File: src/rtl/mtf_pkg.sv
// Shared types for the move-to-front decoder: symbol kinds, the deframer
// symbol layout, and the one-hot to position helper.
package mtf_pkg;

  localparam int DATA_W_DEF    = 8;
  localparam int HISTORY_L_DEF = 4;

  typedef enum logic {
    SYM_IDX = 1'b0,
    SYM_LIT = 1'b1
  } sym_kind_e;

  // Symbol as delivered by the deframer, at the default geometry.
  typedef struct packed {
    sym_kind_e                          kind;
    logic [$clog2(HISTORY_L_DEF)-1:0]   idx;
    logic [DATA_W_DEF-1:0]              lit;
  } mtf_sym_t;

  // Position of the set bit in a one-hot word; all-zero input gives 0.
  function automatic int unsigned onehot_dec(input logic [31:0] oh);
    int unsigned pos;
    pos = 0;
    for (int unsigned i = 0; i < 32; i++) begin
      if (oh[i]) pos = pos | i;
    end
    return pos;
  endfunction

endpackage

File: src/rtl/mtf_history_table.sv
// Most-recent-first unique history: move-to-front on update plus a
// parallel literal compare against every valid entry.
module mtf_history_table
  import mtf_pkg::*;
#(
  parameter  int DATA_W      = 8,
  parameter  int HISTORY_L   = 4,
  localparam int HISTORY_L_W = $clog2(HISTORY_L)
) (
  input  logic                              clk_in,
  input  logic                              reset_in,
  input  logic                              upd,
  input  logic [HISTORY_L_W-1:0]            shift_pos,
  input  logic                              shift_all,
  input  logic [DATA_W-1:0]                 new_val,
  input  logic [DATA_W-1:0]                 cmp_val,
  output logic [HISTORY_L-1:0][DATA_W-1:0]  entries,
  output logic [HISTORY_L-1:0]              valid,
  output logic [HISTORY_L-1:0]              match_oh
);

  always_comb begin
    match_oh = '0;
    for (int i = 0; i < HISTORY_L; i++) begin
      match_oh[i] = valid[i] && (entries[i] == cmp_val);
    end
  end

  // Entries above shift_pos keep their value unless a fresh value is inserted.
  always_ff @(posedge clk_in) begin
    if (reset_in) begin
      entries <= '0;
      valid   <= '0;
    end else if (upd) begin
      for (int i = 1; i < HISTORY_L; i++) begin
        if (shift_all || (i <= int'(shift_pos))) entries[i] <= entries[i-1];
      end
      entries[0] <= new_val;
      if (shift_all) valid <= {valid[HISTORY_L-2:0], 1'b1};
    end
  end

endmodule

File: src/rtl/mtf_decoder.sv
// Move-to-front decoder: turns index/literal symbols back into data values
// while keeping a history in lock-step with the encoder.
module mtf_decoder
  import mtf_pkg::*;
#(
  parameter  int DATA_W      = 8,
  parameter  int HISTORY_L   = 4,
  localparam int HISTORY_L_W = $clog2(HISTORY_L)
) (
  input  logic                    clk_in,
  input  logic                    reset_in,
  input  logic                    sym_valid_in,
  output logic                    sym_ready_out,
  input  logic                    sym_is_lit_in,
  input  logic [HISTORY_L_W-1:0]  sym_idx_in,
  input  logic [DATA_W-1:0]       sym_lit_in,
  output logic                    data_valid_out,
  input  logic                    data_ready_in,
  output logic [DATA_W-1:0]       data_out,
  output logic                    err_out,
  output logic [HISTORY_L-1:0]    hist_valid_out
);

  logic [HISTORY_L-1:0][DATA_W-1:0] entries;
  logic [HISTORY_L-1:0]             valid;
  logic [HISTORY_L-1:0]             match_oh;
  logic [HISTORY_L_W-1:0]           lit_pos;
  logic                             accept;
  logic                             upd;
  logic                             shift_all;
  logic [HISTORY_L_W-1:0]           shift_pos;
  logic [DATA_W-1:0]                new_val;
  logic                             dec_ok;
  logic                             dec_err;

  assign sym_ready_out  = ~data_valid_out | data_ready_in;
  assign accept         = sym_valid_in & sym_ready_out;
  assign hist_valid_out = valid;
  assign lit_pos        = HISTORY_L_W'(onehot_dec(32'(match_oh)));

  mtf_history_table #(
    .DATA_W    (DATA_W),
    .HISTORY_L (HISTORY_L)
  ) u_hist (
    .clk_in    (clk_in),
    .reset_in  (reset_in),
    .upd       (upd),
    .shift_pos (shift_pos),
    .shift_all (shift_all),
    .new_val   (new_val),
    .cmp_val   (sym_lit_in),
    .entries   (entries),
    .valid     (valid),
    .match_oh  (match_oh)
  );

  // A literal already in the list is handled exactly like an index to it.
  always_comb begin
    upd       = 1'b0;
    shift_all = 1'b0;
    shift_pos = '0;
    new_val   = '0;
    dec_ok    = 1'b0;
    dec_err   = 1'b0;
    if (accept) begin
      if (sym_kind_e'(sym_is_lit_in) == SYM_LIT) begin
        upd     = 1'b1;
        dec_ok  = 1'b1;
        new_val = sym_lit_in;
        if (|match_oh) shift_pos = lit_pos;
        else           shift_all = 1'b1;
      end else if ((int'(sym_idx_in) < HISTORY_L) && valid[sym_idx_in]) begin
        upd       = 1'b1;
        dec_ok    = 1'b1;
        new_val   = entries[sym_idx_in];
        shift_pos = sym_idx_in;
      end else begin
        dec_err = 1'b1;
      end
    end
  end

  always_ff @(posedge clk_in) begin
    if (reset_in) begin
      data_valid_out <= 1'b0;
      data_out       <= '0;
      err_out        <= 1'b0;
    end else begin
      err_out <= dec_err;
      if (dec_ok) begin
        data_valid_out <= 1'b1;
        data_out       <= new_val;
      end else if (data_ready_in) begin
        data_valid_out <= 1'b0;
      end
    end
  end

endmodule

File: config.mk
export PLATFORM = sky130hd
export DESIGN_NAME = mtf_decoder
export DESIGN_NICKNAME = d
export VERILOG_FILES = /design/src/rtl/mtf_pkg.sv /design/src/rtl/mtf_history_table.sv /design/src/rtl/mtf_decoder.sv
export SDC_FILE = /design/constraint.sdc
export NUM_CORES = 1
export LEC_CHECK = 0
export ABC_AREA = 1
export CAP_MARGIN = 20
export CORE_MARGIN = 8
export CORE_UTILIZATION = 30
export CTS_CLUSTER_DIAMETER = 100
export DETAILED_ROUTE_END_ITERATION = 8
export GPL_ROUTABILITY_DRIVEN = 0
export PLACE_DENSITY = 0.52
export SLEW_MARGIN = 20
export SYNTH_ARGS = -nofsm -noshare
export SYNTH_HDL_FRONTEND = slang
export SYNTH_SLANG_ARGS = --single-unit
File: constraint.sdc
create_clock -name clk_in -period 1.8 [get_ports clk_in]
set_clock_uncertainty 0.2 [all_clocks]
set_input_delay 0.54 -clock clk_in [delete_from_list [all_inputs] [get_ports clk_in]]
set_output_delay 0.54 -clock clk_in [all_outputs]
set_load 0.03 [all_outputs]
== After elaboration in Yosys (flattened, before gate mapping) ==
Index checks and enable logic that the tools add are counted.
Storage, ports and cells
  output and inout bits: 15
  register bits after elaboration: 38
  word-level logic and storage cells: 56
  input port bits: 15
Operators by class
  bitwise gates (word level): 4
  muxes and demuxes: 23
  reductions and logical operators: 14
  equality and inequality tests: 4
  order comparisons: 4
Operator list (number)
  8-bit equality test: 4
  8-bit 2-to-1 mux: 4
  8-bit binary-select mux with 2-bit select: 1
  2-bit 2-to-1 mux: 6
  1-bit 2-to-1 mux: 11
  2-bit AND reduction: 4
  2-bit <= comparator (first input constant): 2
  1-bit logical AND: 4
  4-bit OR reduction: 1
  1-bit logical OR: 3
  2-bit by 3-bit less-than comparator with 1-bit output (second input constant): 1
  3-bit OR reduction: 1
  1-bit binary-select mux with 2-bit select: 1
  1-bit by 2-bit <= comparator with 1-bit output (first input constant): 1
  1-bit inverter: 2
  2-bit nonzero test: 1
  1-bit bitwise AND: 1
  1-bit OR: 1

== Depth between registers and ports, before layout ==
  word-level depth: 11
  depth in mapped cells: 14
  mapped depth without buffers: 13

== By module ==
Synthesis repeated with hierarchy kept, for this count alone.
Unflattened totals
  cells, all modules: 492
  area, all modules: 2942.8 um^2
By module, submodules not included
  mtf_history_table: seq. area each 720.7 um^2, cells an instance 282, area an instance 1830.5 um^2, times used 1
  mtf_decoder: seq. area each 200.2 um^2, cells an instance 210, area an instance 1112.3 um^2, times used 1

== Worst setup path before layout ==
Ideal clock, no wire load.
  path kind: input port to flip-flop
  start: input data_ready_in
  end: register u_hist.entries[29] (netlist bit)
  data required time: 1.485 ns
  cell stages on the path: 12
  setup time: 0.115 ns
  data arrival time: 1.715 ns
  slack: -0.230 ns
  cell sequence: inv_1 > nand2_1 > nand2_1 > inv_1 > o21ai_2 > nor2_1 > nand2_4 > nand2_4 > buf_6 > nand3_1 > nand2_1 > nor2_1
Between the ends
  word-level cells in the longest chain between the ends: 6
  elaborated cells on any way between the ends: 8
  classes of those cells: 1 x order compare; 3 x mux; 2 x bitwise; 2 x reduce/logical
Ends and longest elaborated chain
  start, declared: RTL line mtf_decoder.sv:18  | input logic data_ready_in,
  1-bit OR (*): RTL line mtf_decoder.sv:36  | assign sym_ready_out = ~data_valid_out | data_ready_in;
  via sym_ready_out: RTL line mtf_decoder.sv:13  | output logic sym_ready_out,
  1-bit bitwise AND (*): RTL line mtf_decoder.sv:37  | assign accept = sym_valid_in & sym_ready_out;
  2-bit 2-to-1 mux: RTL line mtf_decoder.sv:65  | if (accept) begin
  2-bit <= comparator: RTL line mtf_history_table.sv:36  | if (shift_all || (i <= int'(shift_pos))) entries[i] <= entries[i-1];
  1-bit logical OR: RTL line mtf_history_table.sv:36
  2-bit AND reduction (no source line) (*)
  end, declared: RTL line mtf_history_table.sv:17  | output logic [HISTORY_L-1:0][DATA_W-1:0] entries,
Mark *: on every way through the listed nets, which the timed path passes. The rest lies on a longest branch.
A chain may end at the register's enable or synchronous reset.

== Final worst setup path ==
  start: input sym_lit_in[1]
  end: register u_hist.entries[11] (netlist bit)
Between the ends
  word-level cells in the longest chain between the ends: 11
  elaborated cells on any way between the ends: 21
  classes of those cells: 1 x order compare; 4 x eq/ne; 9 x mux; 7 x reduce/logical
Ends and longest elaborated chain
  start, declared: RTL line mtf_decoder.sv:16  | input logic [DATA_W-1:0] sym_lit_in,
  8-bit equality test: RTL line mtf_history_table.sv:25  | match_oh[i] = valid[i] && (entries[i] == cmp_val);
  1-bit logical AND: RTL line mtf_history_table.sv:25
  1-bit 2-to-1 mux: RTL line mtf_pkg.sv:25  | if (oh[i]) pos = pos | i;
  2-bit 2-to-1 mux (2 in a row): RTL line mtf_pkg.sv:25
  2-bit 2-to-1 mux: RTL line mtf_decoder.sv:70  | if (|match_oh) shift_pos = lit_pos;
  2-bit 2-to-1 mux: RTL line mtf_decoder.sv:66  | if (sym_kind_e'(sym_is_lit_in) == SYM_LIT) begin
  2-bit 2-to-1 mux: RTL line mtf_decoder.sv:65
  1-bit by 2-bit <= comparator with 1-bit output: RTL line mtf_history_table.sv:36
  1-bit logical OR (*): RTL line mtf_history_table.sv:36
  2-bit AND reduction (no source line) (*)
Mark *: on every way between the ends. The rest lies on a longest branch, timed or not.

==> results.txt <==
status: finished, violations left
failing checks: negative setup slack
final setup violation count: 26
largest net degree at the start of global routing: 22
CTS Sinks: 38
critical path fanouts, max: 8
Synth-to-Final Area Change: 66.62%
final cell count without fillers: 612
post-synthesis adder-cell area fraction: 0%
die width: 107.4 µm
number of synthesized flops with an enable pin: 0
asr flop ratio synth: 0%
CTS buffer count: 5
layout cells sized above 1: 53.85%
Final Core Density: 51.10%
Hold Path Class: register to register
Reg clk slew, reported paths: 90 ps
Seq cells post-synth: 38
Core Area: 8175 µm²
post-synth top area cell: dfxtp_1
initial antenna violation count: 0
clk_lat worst skew: 300 ps
top-area cell type share of the netlist area: 30.34%
fmax: 525.1 MHz
Inst Count DP: 587
Final HPWL DP: 6.410 mm
number of cell rows: 33
sequential cell area fraction in the yosys report: 30.34%
synth top area cells: dfxtp_1 30%, nand2_1 16%, nor2_1 9.9%
max-cap viol count: 0
DRT iter0 DRCs: 153
Hold Vio Cnt, Final: 0
Tmin final: 1904 ps
hold depth: 2
distinct cell type count after synthesis: 27
Reg2Reg Depth: 14
DIE AREA: 11540 µm²
Crit. End Element: register
cells after synthesis: 402
I/O pin total: 30
Die Y: 107.4 µm
Root Buffer Master: clkbuf_8
GRT overflow: 0
via count: 2895
syn nets: 417
Synth Area in Compound Gates: 17.37%
period utilization: 105.8%
mux share of post-synthesis cell area: 0%
worst path cell trace: buf_8, buf_6, nand2_4, nand2_2, a21oi_2, nand2_2, nor2_4, inv_2, nand3_2, nand2_4, buf_4, nand3_4, nand2_1, nand2_1, nor2_1
syn avg cell area: 6.237 µm²
Synth Flop Type: dfxtp_1
Worst path top cell family by delay: simple AND/OR/NAND/NOR gates
Pleak: 1.872 nW
Layout Nets: 521
Slew Viols, Final: 0
Vias/cell: 4.730
Post-Synth Simple-Gate Area: 36.88%
WL/cell: 14.78 µm
WHS: 304.8 ps
setup_tns: -1520 ps
largest family of logic cells by synthesized area: simple AND/OR/NAND/NOR gates
initial core utilization: 30.67%
Setup crit start kind: input pin
commonest cells after routing, fill and taps aside: 80 x nand2_1, 75 x buf_4, 48 x nor2_1, 33 x inv_1, 28 x nand2_2
pwr dens: 682.3 nW/µm²
Post-DRT Antenna Nets: 0
IO Port Bufs: 29
crit path kind: input pin to register
Worst VDD drop: 0.3638 mV
CP arrival: 1900 ps
XOR/XNOR Fraction of Synth Area: 1.397%
RSZ-0062 raised after global routing: true
post-route setup slack: -104.3 ps
cell area after synthesis: 2507 µm²
pre-CTS WS: -1022 ps
vias in the first global route: 2868
H-Tree Depth: 2
max_slew headroom: 74.75%
final WL: 9.044 mm
Least-Margin Pin Slew: 378.4 ps
first-pass GRT wire length: 14.46 mm
Syn. warnings: 0
worst path bufs/invs: 4
Residual DRC: 0
clk buf depth: 2
# diodes: 0
GRT Total Usage: 15.76%
Crit. path cell count: 15
critical path's largest stage delay: 150 ps
Worst EP required: 1800 ps
CTS tree: done
TritonRoute pass-1 iters: 4
CP max stage cell: buf_4
commonest non-fill, non-tap cell in the layout: nand2_1
==> routing by layer <==
layer  track usage (%)  vias to the layer above  wire length, µm
met1             19.13                     1350             3973
met5                 0                        -                0
met3             2.515                       12              344
met2             28.24                       53             4603
li1                  -                     1480                -
met4             3.667                        0              123
==> timing repair <==
item / 4_1_cts / 5_1_grt
setup buffers: 8 / 8
resized for setup: 148 / 85
endpoints found under the setup margin: 39 / 36
cloned: 4 / 0
hold buffers: 0 / 0
pin swaps: 43 / 38
==> logic make-up after synthesis <==
group | after synthesis
and+or+nand+nor | 211
AOI/OAI and AO/OA | 76
DFF | 38
xor gates and xnor gates | 4
buffers and inverters | 73
==> cells in the mapped netlist (3+ instances only) <==
| cell | count |
|---|---|
| clkbuf_1 | 3 |
| nand2_1 | 105 |
| inv_2 | 10 |
| nand3_1 | 16 |
| nand2_4 | 4 |
| a22oi_1 | 8 |
| nor2_2 | 5 |
| a21oi_1 | 24 |
| o21ai_0 | 21 |
| o21ai_2 | 3 |
| inv_1 | 43 |
| nand2_2 | 7 |
| buf_4 | 10 |
| dfxtp_1 | 38 |
| o22ai_1 | 8 |
| buf_6 | 5 |
| nor2_1 | 66 |
| o21ai_1 | 10 |
| xnor2_1 | 4 |
==> through the flow <==
stage	power [mW]	area, µm²
detailed placement	1.850	3412
finish	2.851	4178
CTS	2.777	3930
floorplan	1.490	2611
global placement	1.844	3412
global route	2.998	4178
==> path summary, 6_finish.rpt <==
| kind | from | end | slack [ps] |
|---|---|---|---|
| setup / recovery | sym_lit_in[1] | u_hist.entries[11]$_SDFFE_PP0P_ | -100 |
| hold / removal | u_hist.entries[30]$_SDFFE_PP0P_ | u_hist.entries[30]$_SDFFE_PP0P_ | 300 |
| setup reg to reg | u_hist.entries[22]$_SDFFE_PP0P_ | u_hist.entries[11]$_SDFFE_PP0P_ | -80 |
| hold reg to reg | u_hist.entries[30]$_SDFFE_PP0P_ | u_hist.entries[30]$_SDFFE_PP0P_ | 300 |
==> layout make-up <==
cell class / count / area (µm²)
fill: 802 / 3998
multi-input combinational: 293 / 1817
timing repair buffer: 115 / 1070
sequential: 38 / 797.0
inverter: 53 / 249.0
tap: 105 / 131.4
clock buffer: 5 / 68.82
clock inverter: 3 / 45.04
==> worst min-delay path, stage by stage (launching register included) <==
cell and delay [ps]:
dfxtp_2 360, a21oi_2 30, nor2_1 70
==> registers in the layout, summed over array words and instances, names as in the netlist <==
signal	count
u_hist.entries	32
u_hist.valid	4
data_valid_out	1
err_out	1
==> where the power goes <==
part | internal [mW] | switching (mW)
combinational | 0.509 | 0.587
sequential | 0.921 | 0.0716
clock | 0.413 | 0.350
Power figures use the tool's default switching activity.
